## src/rtl/spad_filter_pkg.sv

```systemverilog
// rtl/spad_filter_pkg.sv - shared constants, default command layout and width helpers for spad_inst_filter
package spad_filter_pkg;

  localparam logic [14:0] MATCH_OPC_DEFAULT = 15'h3003;
  localparam logic [31:0] NOP_INST_DEFAULT  = 32'h00008093;

  function automatic int spadChW(input int numCh);
    return (numCh <= 2) ? 1 : $clog2(numCh);
  endfunction

  function automatic int spadSizeW(input int instW, input int chW);
    return instW - 16 - chW;
  endfunction

  localparam int CH_W_DEFAULT   = spadChW(2);
  localparam int SIZE_W_DEFAULT = spadSizeW(32, CH_W_DEFAULT);

  // Queued command layout for the default 32-bit, two-channel configuration
  typedef struct packed {
    logic [CH_W_DEFAULT-1:0]   ch;
    logic [SIZE_W_DEFAULT-1:0] size;
    logic                      repl;
  } cmd_t;

endpackage

```

## src/rtl/spad_cmd_fifo.sv

```systemverilog
// rtl/spad_cmd_fifo.sv - synchronous command FIFO with registered occupancy count
module spad_cmd_fifo #(
  parameter int W     = 17,
  parameter int DEPTH = 4,
  localparam int AW   = $clog2(DEPTH)
) (
  input  logic          Clock,
  input  logic          Reset,
  input  logic          Push,
  input  logic [W-1:0]  PushData,
  input  logic          Pop,
  output logic [W-1:0]  PopData,
  output logic          Full,
  output logic          Empty,
  output logic [AW:0]   Count
);

  logic [W-1:0]  mem [DEPTH];
  logic [AW-1:0] wrPtr;
  logic [AW-1:0] rdPtr;
  logic          doPush;
  logic          doPop;

  // Full is taken from the registered count, so a same-cycle pop never frees room for a push
  assign Full    = (Count == (AW+1)'(DEPTH));
  assign Empty   = (Count == '0);
  assign doPush  = Push && !Full;
  assign doPop   = Pop && !Empty;
  assign PopData = mem[rdPtr];

  always_ff @(posedge Clock or negedge Reset) begin
    if (!Reset) begin
      wrPtr <= '0;
      rdPtr <= '0;
      Count <= '0;
    end else begin
      if (doPush) wrPtr <= wrPtr + AW'(1);
      if (doPop)  rdPtr <= rdPtr + AW'(1);
      case ({doPush, doPop})
        2'b10:   Count <= Count + (AW+1)'(1);
        2'b01:   Count <= Count - (AW+1)'(1);
        default: Count <= Count;
      endcase
    end
  end

  always_ff @(posedge Clock) begin
    if (doPush) mem[wrPtr] <= PushData;
  end

endmodule

```

## src/rtl/spad_inst_filter.sv

```systemverilog
// rtl/spad_inst_filter.sv - replaces scratchpad command instructions with NOPs and queues them per channel
// Optional statistics counters: SPAD_FILTER_STATS_EN
module spad_inst_filter
  import spad_filter_pkg::*;
#(
  parameter int          INST_W     = 32,
  parameter int          NUM_CH     = 2,
  parameter int          FIFO_DEPTH = 4,
  parameter int          NOP_CYCLES = 1,
  parameter logic [14:0] MATCH_OPC  = MATCH_OPC_DEFAULT,
  parameter logic [31:0] NOP_INST   = NOP_INST_DEFAULT,
  localparam int         CH_W       = spadChW(NUM_CH),
  localparam int         SIZE_W     = spadSizeW(INST_W, CH_W)
) (
  input  logic              Clock,
  input  logic              Reset,
  input  logic              InInstRespValid,
  input  logic [INST_W-1:0] InInstRespData,
  output logic              OutInstRespValid,
  output logic [INST_W-1:0] OutInstRespData,
  output logic              ReplayReq,
  output logic [NUM_CH-1:0] SpCmdValid,
  input  logic [NUM_CH-1:0] SpCmdReady,
  output logic [SIZE_W-1:0] SpCmdSize,
  output logic              SpCmdRepl,
  output logic              FifoFull
`ifdef SPAD_FILTER_STATS_EN
  ,
  output logic [31:0]       StatMatched,
  output logic [31:0]       StatSquashed
`endif
);

  localparam logic [INST_W-1:0] NOP_W      = INST_W'(NOP_INST);
  localparam logic [2:0]        SHADOW_LEN = 3'(NOP_CYCLES);
  localparam logic [0:0]        ST_IDLE    = 1'b0;
  localparam logic [0:0]        ST_SHADOW  = 1'b1;
  localparam int                CNT_W      = $clog2(FIFO_DEPTH) + 1;

  typedef struct packed {
    logic [CH_W-1:0]   ch;
    logic [SIZE_W-1:0] size;
    logic              repl;
  } cmdEntry_t;

  logic [2:0]        shadowCnt, shadowCntNext;
  logic [0:0]        state;
  logic              inCmd, push, pop, fifoFull, fifoEmpty;
  logic              pushedLastCycle, headVisible;
  logic              outValidNext, replayNext;
  logic [INST_W-1:0] outDataNext;
  logic [CNT_W-1:0]  fifoCount;
  cmdEntry_t         inEntry, headEntry;

  assign inEntry.ch   = InInstRespData[15 +: CH_W];
  assign inEntry.size = InInstRespData[INST_W-2 -: SIZE_W];
  assign inEntry.repl = InInstRespData[INST_W-1];
  assign inCmd = InInstRespValid && (InInstRespData[14:0] == MATCH_OPC)
                 && (32'(inEntry.ch) < NUM_CH);
  assign state = (shadowCnt == 3'd0) ? ST_IDLE : ST_SHADOW;

  always_comb begin
    shadowCntNext = shadowCnt;
    outValidNext  = InInstRespValid;
    outDataNext   = InInstRespData;
    replayNext    = 1'b0;
    push          = 1'b0;
    case (state)
      ST_IDLE: begin
        if (inCmd && !fifoFull) begin
          push          = 1'b1;
          outValidNext  = 1'b1;
          outDataNext   = NOP_W;
          shadowCntNext = SHADOW_LEN;
        end else if (inCmd) begin
          outValidNext = 1'b0;
          outDataNext  = '0;
          replayNext   = 1'b1;
        end
      end
      default: begin
        // Only delivered responses advance the shadow
        if (!InInstRespValid) begin
          outValidNext = 1'b0;
          outDataNext  = NOP_W;
        end else begin
          shadowCntNext = shadowCnt - 3'd1;
          outValidNext  = !inCmd;
          outDataNext   = inCmd ? '0 : NOP_W;
          replayNext    = inCmd;
        end
      end
    endcase
  end

  spad_cmd_fifo #(
    .W     ($bits(cmdEntry_t)),
    .DEPTH (FIFO_DEPTH)
  ) u_cmd_fifo (
    .Clock    (Clock),
    .Reset    (Reset),
    .Push     (push),
    .PushData (inEntry),
    .Pop      (pop),
    .PopData  (headEntry),
    .Full     (fifoFull),
    .Empty    (fifoEmpty),
    .Count    (fifoCount)
  );

  // A lone entry written on the previous edge stays hidden one cycle so it trails its NOP
  assign headVisible = !fifoEmpty && !(pushedLastCycle && fifoCount == CNT_W'(1));

  always_comb begin
    SpCmdValid = '0;
    for (int i = 0; i < NUM_CH; i++) begin
      SpCmdValid[i] = headVisible && (32'(headEntry.ch) == i);
    end
  end

  assign pop       = |(SpCmdValid & SpCmdReady);
  assign SpCmdSize = headVisible ? headEntry.size : '0;
  assign SpCmdRepl = headVisible && headEntry.repl;
  assign FifoFull  = fifoFull;

  always_ff @(posedge Clock or negedge Reset) begin
    if (!Reset) begin
      shadowCnt        <= 3'd0;
      OutInstRespValid <= 1'b0;
      OutInstRespData  <= '0;
      ReplayReq        <= 1'b0;
      pushedLastCycle  <= 1'b0;
    end else begin
      shadowCnt        <= shadowCntNext;
      OutInstRespValid <= outValidNext;
      OutInstRespData  <= outDataNext;
      ReplayReq        <= replayNext;
      pushedLastCycle  <= push;
    end
  end

`ifdef SPAD_FILTER_STATS_EN
  always_ff @(posedge Clock or negedge Reset) begin
    if (!Reset) begin
      StatMatched  <= '0;
      StatSquashed <= '0;
    end else begin
      if (push && StatMatched != '1)        StatMatched  <= StatMatched + 32'd1;
      if (replayNext && StatSquashed != '1) StatSquashed <= StatSquashed + 32'd1;
    end
  end
`else
`endif

endmodule

```

## config.mk

```make
export PLATFORM = sky130hd
export DESIGN_NAME = spad_inst_filter
export DESIGN_NICKNAME = d
export VERILOG_FILES = /design/src/rtl/spad_filter_pkg.sv /design/src/rtl/spad_cmd_fifo.sv /design/src/rtl/spad_inst_filter.sv
export SDC_FILE = /design/constraint.sdc
export NUM_CORES = 1
export LEC_CHECK = 0
export ABC_AREA = 1
export BUFFER_PORTS_ARGS = -buffer_cell sky130_fd_sc_hd__buf_4
export CORE_MARGIN = 2
export CORE_UTILIZATION = 59
export CTS_CLUSTER_DIAMETER = 100
export CTS_CLUSTER_SIZE = 16
export DETAILED_ROUTE_END_ITERATION = 10
export GPL_TIMING_DRIVEN = 0
export PLACE_DENSITY_LB_ADDON = 0.05
export SYNTH_ARGS = -nofsm -noshare
export SYNTH_HDL_FRONTEND = slang
export SYNTH_SLANG_ARGS = --single-unit
```

## constraint.sdc

```tcl
create_clock -name Clock -period 3.35 [get_ports Clock]
set_clock_uncertainty 0.1 [all_clocks]
set_input_delay 0.1675 -clock Clock [delete_from_list [all_inputs] [get_ports Clock]]
set_output_delay 0.1675 -clock Clock [all_outputs]
set_load 0.03 [all_outputs]
```

==> results.md <==
- Setup Buffers After CTS: 0
- Area of the multi-input gates: 1149 um^2
- Final GP Congestion: 0.7473
- Max Fclk: 381.0 MHz
- GRT Total Usage: 0.2750
- First-pass GRT wire length: 17,410 um
- CP Data Required Time: 3370 ps
- Worst-path fanout max: 17
- Yosys top cell by area: edfxtp_1
- Drt pass-1 iters: 4
- Fin Hold WS: 105.4 ps
- Period utilization: 0.7835
- Gr ovfl total: 0
- Fillers: 439
- FF+latch area: 3168 um^2
- Critical path type: reg2reg
- Antenna diodes: 0
- Post-route setup TNS: 0 ps
- Nets: 598
- Dpl cell area: 5381 um^2
- Largest net degree at the start of global routing: 46
- Max-Cap Viols: 0
- Routed WL per cell: 16.37 um
- Mapped Cells: 407
- Finished Cell Area: 6282 um^2
- Yosys warnings: 0
- Slew @ Worst Pin: 999.6 ps
- Ranking of synthesized cells by area: edfxtp_1 45%, dfrtp_1 25%, nor2_1 6.6%, o21ai_0 4.3%, inv_1 3.8%
- Port bufs: 89
- Starting Density: 0.5996
- Mapped Area: 4586 um^2
- Crit path top cell by count: inv_1
- Area of the core: 7647 um^2
- Fin worst setup slack: 725.1 ps
- VDD IR max: 0.0005207 V
- Seq/Total Area, Yosys: 0.6909
- Clock Path Buffers: 2
- 1st-iter DRT viols: 166
- Area Growth Syn to Fin: 37.00%
- Sink Count: 113
- Distinct cells, synth: 24
- Share of layout cells above drive strength 1: 0.2637
- Period minus WS final: 2625 ps
- DRC: 0
- Vias per inst: 5.157
- Critical Path, Cell by Cell: inv_1, ha_1, nand2_1, inv_1, nor2_4, nand4_4, buf_6, nor2_2
- Outcome: complete, no violations
- Total Wirelength: 10,920 um
- # setup viols final: 0
- DR vias: 3,440
- Vias in the first global route: 3,530
- Clk pin slew, worst setup/hold paths: 60 ps
- Die span in x: 92.16 um
- Root Buffer: clkbuf_8
- Worst min path class: in2async
- Max Slew Vio Count: 0
- Leak: 2.851 nW
- Worst Setup End Kind: flip-flop
- CTS tree: done
- CTS Buf Count: 17
- DPL Wire Length: 6647 um
- Endpoints failing hold: 0
- Place WS: 731.2 ps
- Post-synth EDFFs: 68
- Fin cells: 667
- Mapped Nets: 453
- Antenna violations before repair: 0
- Ports: 90
- Clock Latency Late Sink: 500 ps
- Row count: 32
- CP peak stage delay: 760 ps
- Pwr Density: 929.8 nW/um^2
- Top-area cell type share of the netlist area: 0.4453
- Most common flop cell mapped by yosys: edfxtp_1
- Seq cells post-synth: 113
- ANT nets after route: 0
- Die Area: 8493 um^2
- Type of origin of the critical path: flip-flop
- CP arrival: 2650 ps
- Relative slew slack: 0.3329
- Syn_area_per_cell: 11.27 um^2
- Die height: 92.16 um
- Ys async rst share: 0.3982
- Critical path's slowest cell: nor2_2
- Unrepaired setup endpoints after global routing: false
- Htree depth: 4
- Dpl cells: 598
-- stage by stage --
step                        util  power [W]
after global placement    0.7037   0.004168
after floorplan                -   0.003347
after global routing      0.8215   0.006126
after detailed placement  0.7037   0.004224
final                     0.8215   0.005841
after CTS                 0.8215   0.005855
-- per-layer routing --
metal | track usage | wire length, um | vias up
met5 | 0 | 0 | -
met4 | 0.09577 | 131 | 0
met3 | 0.07560 | 852 | 16
met2 | 0.4724 | 5496 | 137
met1 | 0.3364 | 4438 | 1652
li1 | - | - | 1635
-- worst max-delay path, delay by kind of cell, from the launching register on --
family | cells | cell delay [ps]
buffers and inverters | 3 | 360
DFF | 1 | 410
and+or+nand+nor | 4 | 1160
adders and majority gates | 1 | 220
-- synth_stat cells, types with 5 or more instances --
master and instances:
nand3_1 26, nor2_1 81, clkbuf_1 5, dfrtp_1 45, o21ai_0 39, a21oi_1 18, buf_2 9, ha_1 9
nand2_1 36, inv_1 46, nor2_2 7, edfxtp_1 68
-- sequential cells by signal (all words and copies together) (netlist names) --
register          cells
u_cmd_fifo.rdPtr      2
u_cmd_fifo.Count      3
OutInstRespData      32
pushedLastCycle       1
shadowCnt             3
ReplayReq             1
OutInstRespValid      1
u_cmd_fifo.mem       68
u_cmd_fifo.wrPtr      2
-- kinds of logic (layout without fill, tap and decap cells) --
group	Yosys count	count (layout)	share of synthesized area
fa+ha+maj	9	9	0.02456
xor+xnor	4	4	0.007641
compound gates	59	59	0.06603
buf+inv	64	222	0.05866
flops	113	113	0.6909
simple gates	158	158	0.1522
-- cell type report --
class,instances,area share
buffer,16,0.01374
timing repair buffer,126,0.1653
clock buffer,18,0.06811
clock inverter,14,0.01633
sequential,113,0.5043
tap,102,0.02031
multi-input combinational,230,0.1828
inverter,48,0.02908
-- cell usage in the layout (no fill, tap or decap) --
| cell | netlist | layout |
|---|---|---|
| inv_6 | 0 | 2 |
| nand2_1 | 36 | 36 |
| nand3_1 | 26 | 26 |
| dfrtp_1 | 45 | 45 |
| clkbuf_1 | 5 | 5 |
| nor2_4 | 2 | 2 |
| buf_6 | 2 | 2 |
| xnor2_1 | 2 | 2 |
| buf_4 | 0 | 89 |
| nand3b_1 | 1 | 1 |
| nor2_1 | 81 | 81 |
| buf_2 | 9 | 9 |
| a21oi_1 | 18 | 18 |
| clkbuf_16 | 0 | 16 |
| inv_4 | 1 | 7 |
| edfxtp_1 | 68 | 68 |
| nand2_4 | 1 | 1 |
| nand4_4 | 1 | 1 |
| o21ai_0 | 39 | 39 |
| clkinv_1 | 1 | 1 |
| nor2_2 | 7 | 7 |
| nand2_2 | 2 | 2 |
| ha_1 | 9 | 9 |
| inv_1 | 46 | 46 |
| nand3_2 | 1 | 1 |
| clkbuf_8 | 0 | 2 |
| o21ai_2 | 2 | 2 |
| clkinvlp_4 | 0 | 1 |
| xor2_1 | 2 | 2 |
| clkinv_4 | 0 | 4 |
| dlygate4sd3_1 | 0 | 37 |
| clkinv_2 | 0 | 1 |
-- where the power goes --
part	internal (W)	switching [W]	leakage [nW]
Combinational	0.000856	0.00164	1.41
Clock	0.000934	0.000643	0.268
Sequential	0.00167	0.0000913	1.18
Total	0.00346	0.00238	2.85
-- what timing repair did --
action / CTS / global route
endpoints found under the hold margin: 154 / 0
hold buffers: 37 / 0
gates resized for setup: 0 / 0
endpoints found under the setup margin: 0 / 0
-- worst paths after layout --
kind,cells after the start,to,from,slack (ps)
worst min register to register,1,u_cmd_fifo.Count[0]$_DFFE_PN0P_,u_cmd_fifo.Count[0]$_DFFE_PN0P_,430
worst min-delay path,2,shadowCnt[1]$_DFFE_PN0P_,Reset,110
min in group Clock,2,u_cmd_fifo.mem[3][3]$_DFFE_PP_,InInstRespData[18],320
worst max-delay path,8,u_cmd_fifo.mem[0][15]$_DFFE_PP_,u_cmd_fifo.Count[0]$_DFFE_PN0P_,730
worst max register to register,8,u_cmd_fifo.mem[0][15]$_DFFE_PP_,u_cmd_fifo.Count[0]$_DFFE_PN0P_,730
max in group asynchronous,2,OutInstRespData[25]$_DFF_PN0_,Reset,2650
No activity file was read; power rests on OpenSTA's default activity.
